**config.mk**
```make
export PLATFORM = sky130hd
export DESIGN_NAME = hazard_ctrl
export DESIGN_NICKNAME = d
export VERILOG_FILES = /design/src/rtl/core_pkg.sv /design/src/rtl/sat_counter.sv /design/src/rtl/hazard_ctrl.sv
export SDC_FILE = /design/constraint.sdc
export NUM_CORES = 1
export LEC_CHECK = 0
export ABC_AREA = 1
export ABC_CLOCK_PERIOD_IN_PS = 3000
export CAP_MARGIN = 30
export CORE_UTILIZATION = 53
export DETAILED_ROUTE_END_ITERATION = 10
export HOLD_SLACK_MARGIN = 0.15
export PLACE_DENSITY = 0.86
export REMOVE_ABC_BUFFERS = 1
export SETUP_SLACK_MARGIN = 0.15
export SLEW_MARGIN = 10
export SYNTH_ARGS = -nofsm -noshare
export SYNTH_HDL_FRONTEND = slang
export SYNTH_SLANG_ARGS = --single-unit
```
**constraint.sdc**
```tcl
create_clock -name clk -period 3 [get_ports clk]
set_input_delay 0.45 -clock clk [delete_from_list [all_inputs] [get_ports clk]]
set_output_delay 0.45 -clock clk [all_outputs]
set_load 0.005 [all_outputs]
```
**src/rtl/core_pkg.sv**
```systemverilog
// Shared definitions for the pipeline control slice.
package core_pkg;

  // Encoding 2'd1 is reserved and never entered.
  typedef enum logic [1:0] {
    ST_RUN      = 2'd0,
    ST_FLUSH    = 2'd2,
    ST_MEM_WAIT = 2'd3
  } state_e;

  localparam logic [4:0] REG_ZERO = 5'd0;

endpackage

```
**src/rtl/sat_counter.sv**
```systemverilog
// Saturating up-counter with synchronous clear; clear wins over increment.
module sat_counter #(
  parameter int unsigned CNT_W = 16
) (
  input  logic             clk,
  input  logic             reset,
  input  logic             inc,
  input  logic             clr,
  output logic [CNT_W-1:0] count
);

  logic [CNT_W-1:0] count_q, count_d;

  // Next value: clear, saturating increment, or hold
  always_comb begin
    count_d = count_q;
    if (clr) begin
      count_d = '0;
    end else if (inc && (count_q != '1)) begin
      count_d = count_q + CNT_W'(1);
    end
  end

  // Count register
  always_ff @(posedge clk or posedge reset) begin
    if (reset) begin
      count_q <= '0;
    end else begin
      count_q <= count_d;
    end
  end

  assign count = count_q;

endmodule

```
**src/rtl/hazard_ctrl.sv**
```systemverilog
// Pipeline hazard control: load-use bubbles, branch flushes, memory-wait freezes,
// plus saturating stall / redirect counters.
module hazard_ctrl
  import core_pkg::*;
#(
  parameter int unsigned FLUSH_CYCLES = 1,
  parameter int unsigned CNT_W        = 16
) (
  input  logic             clk,
  input  logic             reset,
  input  logic [4:0]       id_rs1,
  input  logic [4:0]       id_rs2,
  input  logic             id_use_rs1,
  input  logic             id_use_rs2,
  input  logic [4:0]       ex_rd,
  input  logic             ex_reg_wb,
  input  logic             ex_mem_read,
  input  logic             ex_branch_taken,
  input  logic             mem_busy,
  input  logic             clr_counts,
  output logic             pc_we,
  output logic             if_id_we,
  output logic             if_id_flush,
  output logic             id_ex_bubble,
  output logic             pipe_hold,
  output logic [1:0]       state,
  output logic [CNT_W-1:0] stall_count,
  output logic [CNT_W-1:0] flush_count
);

  localparam int unsigned   REM_W    = (FLUSH_CYCLES > 1) ? $clog2(FLUSH_CYCLES) : 1;
  localparam logic [REM_W-1:0] REM_INIT = REM_W'(FLUSH_CYCLES - 1);

  state_e           state_q, state_d, eff_state;
  logic [REM_W-1:0] rem_q, rem_d;
  logic             rs1_hit, rs2_hit, lu, redirect;
  logic             stall_inc;

  assign rs1_hit  = id_use_rs1 && (id_rs1 == ex_rd);
  assign rs2_hit  = id_use_rs2 && (id_rs2 == ex_rd);
  assign lu       = ex_mem_read && ex_reg_wb && (ex_rd != REG_ZERO) && (rs1_hit || rs2_hit);
  assign redirect = !mem_busy && ex_branch_taken;

  // Leaving MEM_WAIT behaves as the state being returned to in that same cycle
  always_comb begin
    eff_state = state_q;
    if (state_q == ST_MEM_WAIT) begin
      eff_state = (rem_q != '0) ? ST_FLUSH : ST_RUN;
    end
  end

  // State and remaining-flush register
  always_ff @(posedge clk or posedge reset) begin
    if (reset) begin
      state_q <= ST_RUN;
      rem_q   <= '0;
    end else begin
      state_q <= state_d;
      rem_q   <= rem_d;
    end
  end

  // Next state; rem is frozen while memory is busy
  always_comb begin
    state_d = state_q;
    rem_d   = rem_q;
    if (mem_busy) begin
      state_d = ST_MEM_WAIT;
    end else if (ex_branch_taken) begin
      if (FLUSH_CYCLES > 1) begin
        state_d = ST_FLUSH;
        rem_d   = REM_INIT;
      end else begin
        state_d = ST_RUN;
        rem_d   = '0;
      end
    end else if (eff_state == ST_FLUSH) begin
      rem_d   = rem_q - REM_W'(1);
      state_d = (rem_q == REM_W'(1)) ? ST_RUN : ST_FLUSH;
    end else begin
      state_d = ST_RUN;
    end
  end

  // Control outputs; RUN defaults while reset is held
  always_comb begin
    pc_we        = 1'b1;
    if_id_we     = 1'b1;
    if_id_flush  = 1'b0;
    id_ex_bubble = 1'b0;
    pipe_hold    = 1'b0;
    if (!reset) begin
      if (mem_busy) begin
        pipe_hold = 1'b1;
        pc_we     = 1'b0;
        if_id_we  = 1'b0;
      end else if (ex_branch_taken) begin
        if_id_flush  = 1'b1;
        id_ex_bubble = 1'b1;
      end else if (eff_state == ST_FLUSH) begin
        if_id_flush = 1'b1;
      end else if (lu) begin
        pc_we        = 1'b0;
        if_id_we     = 1'b0;
        id_ex_bubble = 1'b1;
      end
    end
  end

  assign state     = state_q;
  // Branch bubbles are counted as redirects, not stalls
  assign stall_inc = pipe_hold || (id_ex_bubble && !redirect);

  sat_counter #(
    .CNT_W(CNT_W)
  ) u_stall_cnt (
    .clk  (clk),
    .reset(reset),
    .inc  (stall_inc),
    .clr  (clr_counts),
    .count(stall_count)
  );

  sat_counter #(
    .CNT_W(CNT_W)
  ) u_flush_cnt (
    .clk  (clk),
    .reset(reset),
    .inc  (redirect),
    .clr  (clr_counts),
    .count(flush_count)
  );

endmodule

```
Yosys cells after proc, flatten, opt, wreduce, memory -nomap -nowiden
Cells that the tools add are included.
{"block": "totals", "ff_bits": 35, "out_inout_bits": 39, "wordCells": 60}
{"block": "classes", "addsub": 3, "bitwise_logic": 1, "n_reduce_logical": 18, "n_mux": 28, "eq_ne": 6}
{"operator": "$mux W16", "count": 4}
{"operator": "$add A16 B1 Y16 const B", "count": 2}
{"operator": "$ne A16 B16 Y1 const B", "count": 2}
{"operator": "$mux W1", "count": 18}
{"operator": "$mux W2", "count": 6}
{"operator": "$eq A5 B5 Y1", "count": 2}
{"operator": "$logic_and A1 B1 Y1", "count": 9}
{"operator": "$reduce_bool A2 Y1", "count": 3}
{"operator": "$reduce_bool A5 Y1", "count": 1}
{"operator": "$eq A2 B2 Y1 const B", "count": 2}
{"operator": "$logic_not A1 Y1", "count": 2}
{"operator": "$logic_or A1 B1 Y1", "count": 2}
{"operator": "$reduce_and A2 Y1", "count": 1}
{"operator": "$not A1 Y1", "count": 1}
{"operator": "$sub A1 B1 Y1 const B", "count": 1}

Logic depth before layout (Yosys ltp)
{"block": "depth", "word_depth": 14, "mapped_depth": 12, "mapped_depth_nobuf": 11}

Modules after synthesis
A second synthesis with hierarchy kept.
{"block": "hier_totals", "cells_unflattened": 401, "area_unflattened_um2": 2571.2}
{"module": "sat_counter", "instances": 2, "cells_each": 159, "seq_area_each_um2": 400.4, "area_per_inst_um2": 1083.5}
{"module": "hazard_ctrl", "instances": 1, "cells_each": 83, "seq_area_each_um2": 75.1, "area_per_inst_um2": 404.1}

Least setup slack after synthesis
Ideal clock, no wire load.
{"block": "synth_path", "path_kind": "input to output", "startpoint": "input port id_rs2[0]", "endpoint": "output port pc_we", "cell_stages": 11, "t_required_ps": 2550, "t_arrival_ps": 1388, "setup_slack_ps": 1162, "cell_sequence": "inv_1 nand2_1 nand2_1 nor2_1 nand3_1 nand2_1 nand3_1 nand2_2 buf_2 inv_2 buf_4"}
{"block": "synth_via", "elab_chain_cells": 9}
{"item": "start, declared", "line_no": "hazard_ctrl.sv:12", "text": "input logic [4:0] id_rs2,"}
{"item": "$eq A5 B5 Y1", "line_no": "hazard_ctrl.sv:40", "text": "assign rs2_hit = id_use_rs2 && (id_rs2 == ex_rd);"}
{"item": "$logic_and A1 B1 Y1", "line_no": "hazard_ctrl.sv:40"}
{"item": "$logic_or A1 B1 Y1", "line_no": "hazard_ctrl.sv:41", "text": "assign lu = ex_mem_read && ex_reg_wb && (ex_rd != REG_ZERO) && (rs1_hit || rs2_hit);"}
{"item": "$logic_and A1 B1 Y1", "line_no": "hazard_ctrl.sv:41"}
{"item": "$mux W1 (5 in series)"}
{"item": "end, declared", "line_no": "hazard_ctrl.sv:21", "text": "output logic pc_we,"}
No other way between the ends.

Worst setup path after layout
{"block": "layout_path", "startpoint": "input port ex_rd[1]", "endpoint": "output port id_ex_bubble"}
{"block": "layout_via", "elab_chain_cells": 9}
{"item": "start, declared", "line_no": "hazard_ctrl.sv:15", "text": "input logic [4:0] ex_rd,"}
{"item": "$eq A5 B5 Y1, on equally long branches", "line_no": "hazard_ctrl.sv:39, hazard_ctrl.sv:40"}
{"item": "$logic_and A1 B1 Y1, on equally long branches", "line_no": "hazard_ctrl.sv:39, hazard_ctrl.sv:40"}
{"item": "$logic_or A1 B1 Y1", "line_no": "hazard_ctrl.sv:41"}
{"item": "$logic_and A1 B1 Y1 (*)", "line_no": "hazard_ctrl.sv:41"}
{"item": "$mux W1 (*)", "line_no": "hazard_ctrl.sv:102", "text": "end else if (lu) begin"}
{"item": "$mux W1 (*)", "line_no": "hazard_ctrl.sv:100", "text": "end else if (eff_state == ST_FLUSH) begin"}
{"item": "$mux W1 (*)", "line_no": "hazard_ctrl.sv:97", "text": "end else if (ex_branch_taken) begin"}
{"item": "$mux W1 (*)", "line_no": "hazard_ctrl.sv:93", "text": "if (mem_busy) begin"}
{"item": "$mux W1 (*)", "line_no": "hazard_ctrl.sv:92", "text": "if (!reset) begin"}
{"item": "end, declared", "line_no": "hazard_ctrl.sv:24", "text": "output logic id_ex_bubble,"}
Mark *: on every way between the ends. The rest lies on a longest branch, timed or not.

==> flow_summary.toml <==
[run_status]
outcome = "finished, final reports clean"

[clock_tree]
cts_tree = "built"
ctsLongestPathBuffers = 2
cts_inserted_buffers = 5
root_buffer = "sky130_fd_sc_hd__clkbuf_8"
cts.sink_count = 35
clk_pin_slew_ns = 0.07
cts_repair_resize_count = 0
post_cts_hold_buffer_count = 0
clock_tree.htree_level_count = 2
cts_post_setup_buffers_inserted = 0
worstSkewPairLatency_ns = 0.29

[hold_path]
worst_hold_startpoint = "rem_q"
worstHoldPathCells = 2
timing.hold.worst_endpoint = "rem_q"
min-delay-path-class = "flop to flop"

[detailed_routing]
detail_route.vias_per_cell = 5.47
vias = 2575
drc = 0
firstDrtPassIters = 4
ant_nets = 0
post_detailed_routing_wire_length_mm = 5.98
drtIter0Drc = 211
route.detailed.wl_per_inst_um = 12.7

[sta]
finalMaxSlewViolations = 0
setup_viol = 0
max_slew.worst_pin.slew_ns = 0.492
hold_viol_final = 0
relSlewSlack = 0.669
totalNegativeSetupSlack_ns = 0
period_share = 0.876
rsz0062_at_grt = "no"
fmax_mhz = 381
timing.clock.skew_ns = 0.00629
period_minus_slack_ns = 2.63

[pwr]
ir_drop_uv = 287
power_frac_comb = 0.141
cell_internal_pwr_uw = 721
p_clk_frac = 0.361
cellLeakagePower_uw = 0.00152
seq_power_share = 0.498
power_per_cell_area_nw_per_um2 = 307
swShare = 0.259
power.switching_uw = 252

[die]
core_area_um2 = 4380
chipHeight_um = 69.7
design.die.area_um2 = 4860
die_w_um = 69.7
floorplan.initialDensity = 0.554
site_row_count = 24
top_level_ports = 63

[setup_path]
worstPathArrival_ns = 2.18
rr_endpoint = "u_stall_cnt.count[4]"
worstPathRequired_ns = 2.55
timing.setup.critical_path_class = "primary input to primary output"
start_kind = "primary input"
r2r_setup_slack_ns = 1.04
reg2reg_depth = 9
timing.critical_path.fanout_max = 4
critical_path.reg2reg.startpoint = "u_stall_cnt.count[0]"
cp-end-kind = "primary output"

[yosys]
yosysMostFrequentCell = "sky130_fd_sc_hd__nand2_1"
synth.yosys.warnings = 0
synthCells = 357
seq_area_frac_synth = 0.361
synth-edff-count = 0
total_standard_cell_area_after_synthesis_um2 = 2430
number_of_different_library_cells_in_the_post_synthesis_netlist = 26
fraction_of_synthesis_flops_using_an_asynchronous_set_or_reset_pin = 1.00
yosys_most_used_dff = "sky130_fd_sc_hd__dfrtp_1"
synth_largest_type_area_fraction = 0.361
synth.area.top_cells = "sky130_fd_sc_hd__dfrtp_1 (36%), sky130_fd_sc_hd__nand2_1 (15%), sky130_fd_sc_hd__nand3_1 (8.7%), sky130_fd_sc_hd__nor2_1 (6.5%), sky130_fd_sc_hd__xor2_1 (6.5%)"
synth_common_cells = "sky130_fd_sc_hd__nand2_1 (95), sky130_fd_sc_hd__nand3_1 (42), sky130_fd_sc_hd__nor2_1 (42), sky130_fd_sc_hd__inv_1 (40), sky130_fd_sc_hd__dfrtp_1 (35)"
ys_seq_elements = 35
synthesis.area_per_instance_um2 = 6.80
synth_top_area_cell = "sky130_fd_sc_hd__dfrtp_1"

[layout]
final_cell_area_um2 = 3170
final_util = 0.724
final_nets = 445
antennaDiodeCount = 0
area_delta_synth_final_pct = 30.7
layout-drive-gt1-share = 0.0668

[global_route]
grt_max_degree = 45
grt_overflow_total = 0
first_global_vias = 2379
gr-usage-all-layers = 0.262
grt_first_pass_wirelength_mm = 10.3
antenna_violations_before_repair = 0

[flow_run]
drv_cap = 0

[place]
placed_area_um2 = 3090
gp_congestion = 0.915
detailed_place_hpwl_mm = 4.34
port-buffer-count = 62
stage by stage:
step / hold slack, ns / worst slack, ns / power [uW] / cells
after floorplan: 0.453 / 1.30 / 555 / 346
after global placement: 0.476 / 0.450 / 628 / 464
after detailed placement: 0.474 / 0.381 / 631 / 464
after CTS: 0.491 / 0.377 / 979 / 471
after global routing: 0.512 / 0.226 / 1020 / 471
final: 0.494 / 0.373 / 973 / 471
power groups by stage:
stage	Sequential, uW	Clock [uW]	Combinational [uW]
6_report	485	351	137
5_1_grt	486	376	153
4_1_cts	485	356	138
3_5_place_dp	494	0	137
3_3_place_gp	494	0	134
2_1_floorplan	494	0	61.7
cells by family (layout without fill, tap and decap cells):
kind of cell	after synthesis	in the layout	synth area share
flip-flops	35	35	0.361
buffers and inverters	60	122	0.0994
XOR/XNOR	20	20	0.0721
AND/OR/NAND/NOR	220	220	0.413
adder cells (fa/ha/maj)	2	2	0.0103
AO/OA/AOI/OAI	20	20	0.0443
registers in the layout (all words and copies together), names as in the netlist:
register	flops
u_stall_cnt.count	16
state	2
rem_q	1
u_flush_cnt.count	16
worst max-delay path: stages:
cell and delay [ns]:
sky130_fd_sc_hd__clkdlybuf4s50_1 0.53, sky130_fd_sc_hd__inv_2 0.05, sky130_fd_sc_hd__nand2_1 0.06, sky130_fd_sc_hd__nand2_1 0.05, sky130_fd_sc_hd__nor2_1 0.10, sky130_fd_sc_hd__nand3_1 0.08
sky130_fd_sc_hd__nand2_1 0.10, sky130_fd_sc_hd__a21oi_1 0.07, sky130_fd_sc_hd__nor3_1 0.15, sky130_fd_sc_hd__clkdlybuf4s50_1 0.54
layout make-up:
type / instances / area [um^2]
Multi-Input combinational cell: 262 / 1310
Fill cell: 361 / 1210
Sequential cell: 35 / 876
Timing Repair Buffer: 66 / 651
Inverter: 49 / 184
Clock buffer: 6 / 82.6
Tap cell: 52 / 65.1
Clock inverter: 1 / 5.00
cell usage in the layout, fill, tap and decap left out, drive strengths merged:
cell type / n
nand2: 99
nor3b: 1
o31ai: 3
inv: 49
buf: 4
dfrtp: 35
nor3: 9
nand4: 24
xnor2: 2
clkdlybuf4s50: 62
ha: 2
xor2: 18
nand3: 43
clkinv: 1
or2: 1
clkbuf: 6
a21oi: 5
o21ai: 12
nor2: 43
per-layer routing:
metal / routed length (um) / track usage / up-vias
li1: - / - / 1274
met1: 2550 / 0.312 / 1194
met2: 3000 / 0.461 / 88
met3: 268 / 0.0465 / 19
met4: 164 / 0.113 / 0
met5: 0 / 0 / -
worst max path at each step:
stage / end / from / slack (ns) / cells past startpoint
3_3_place_gp: id_ex_bubble / ex_rd[1] / 0.45 / 10
6_report: id_ex_bubble / ex_rd[1] / 0.37 / 10
3_5_place_dp: id_ex_bubble / ex_rd[1] / 0.38 / 10
2_1_floorplan: u_flush_cnt.count[12] / u_flush_cnt.count[0] / 1.30 / 8
5_1_grt: id_ex_bubble / ex_rd[1] / 0.23 / 10
4_1_cts: id_ex_bubble / ex_rd[1] / 0.38 / 10
(Power assumes the default switching activity.)
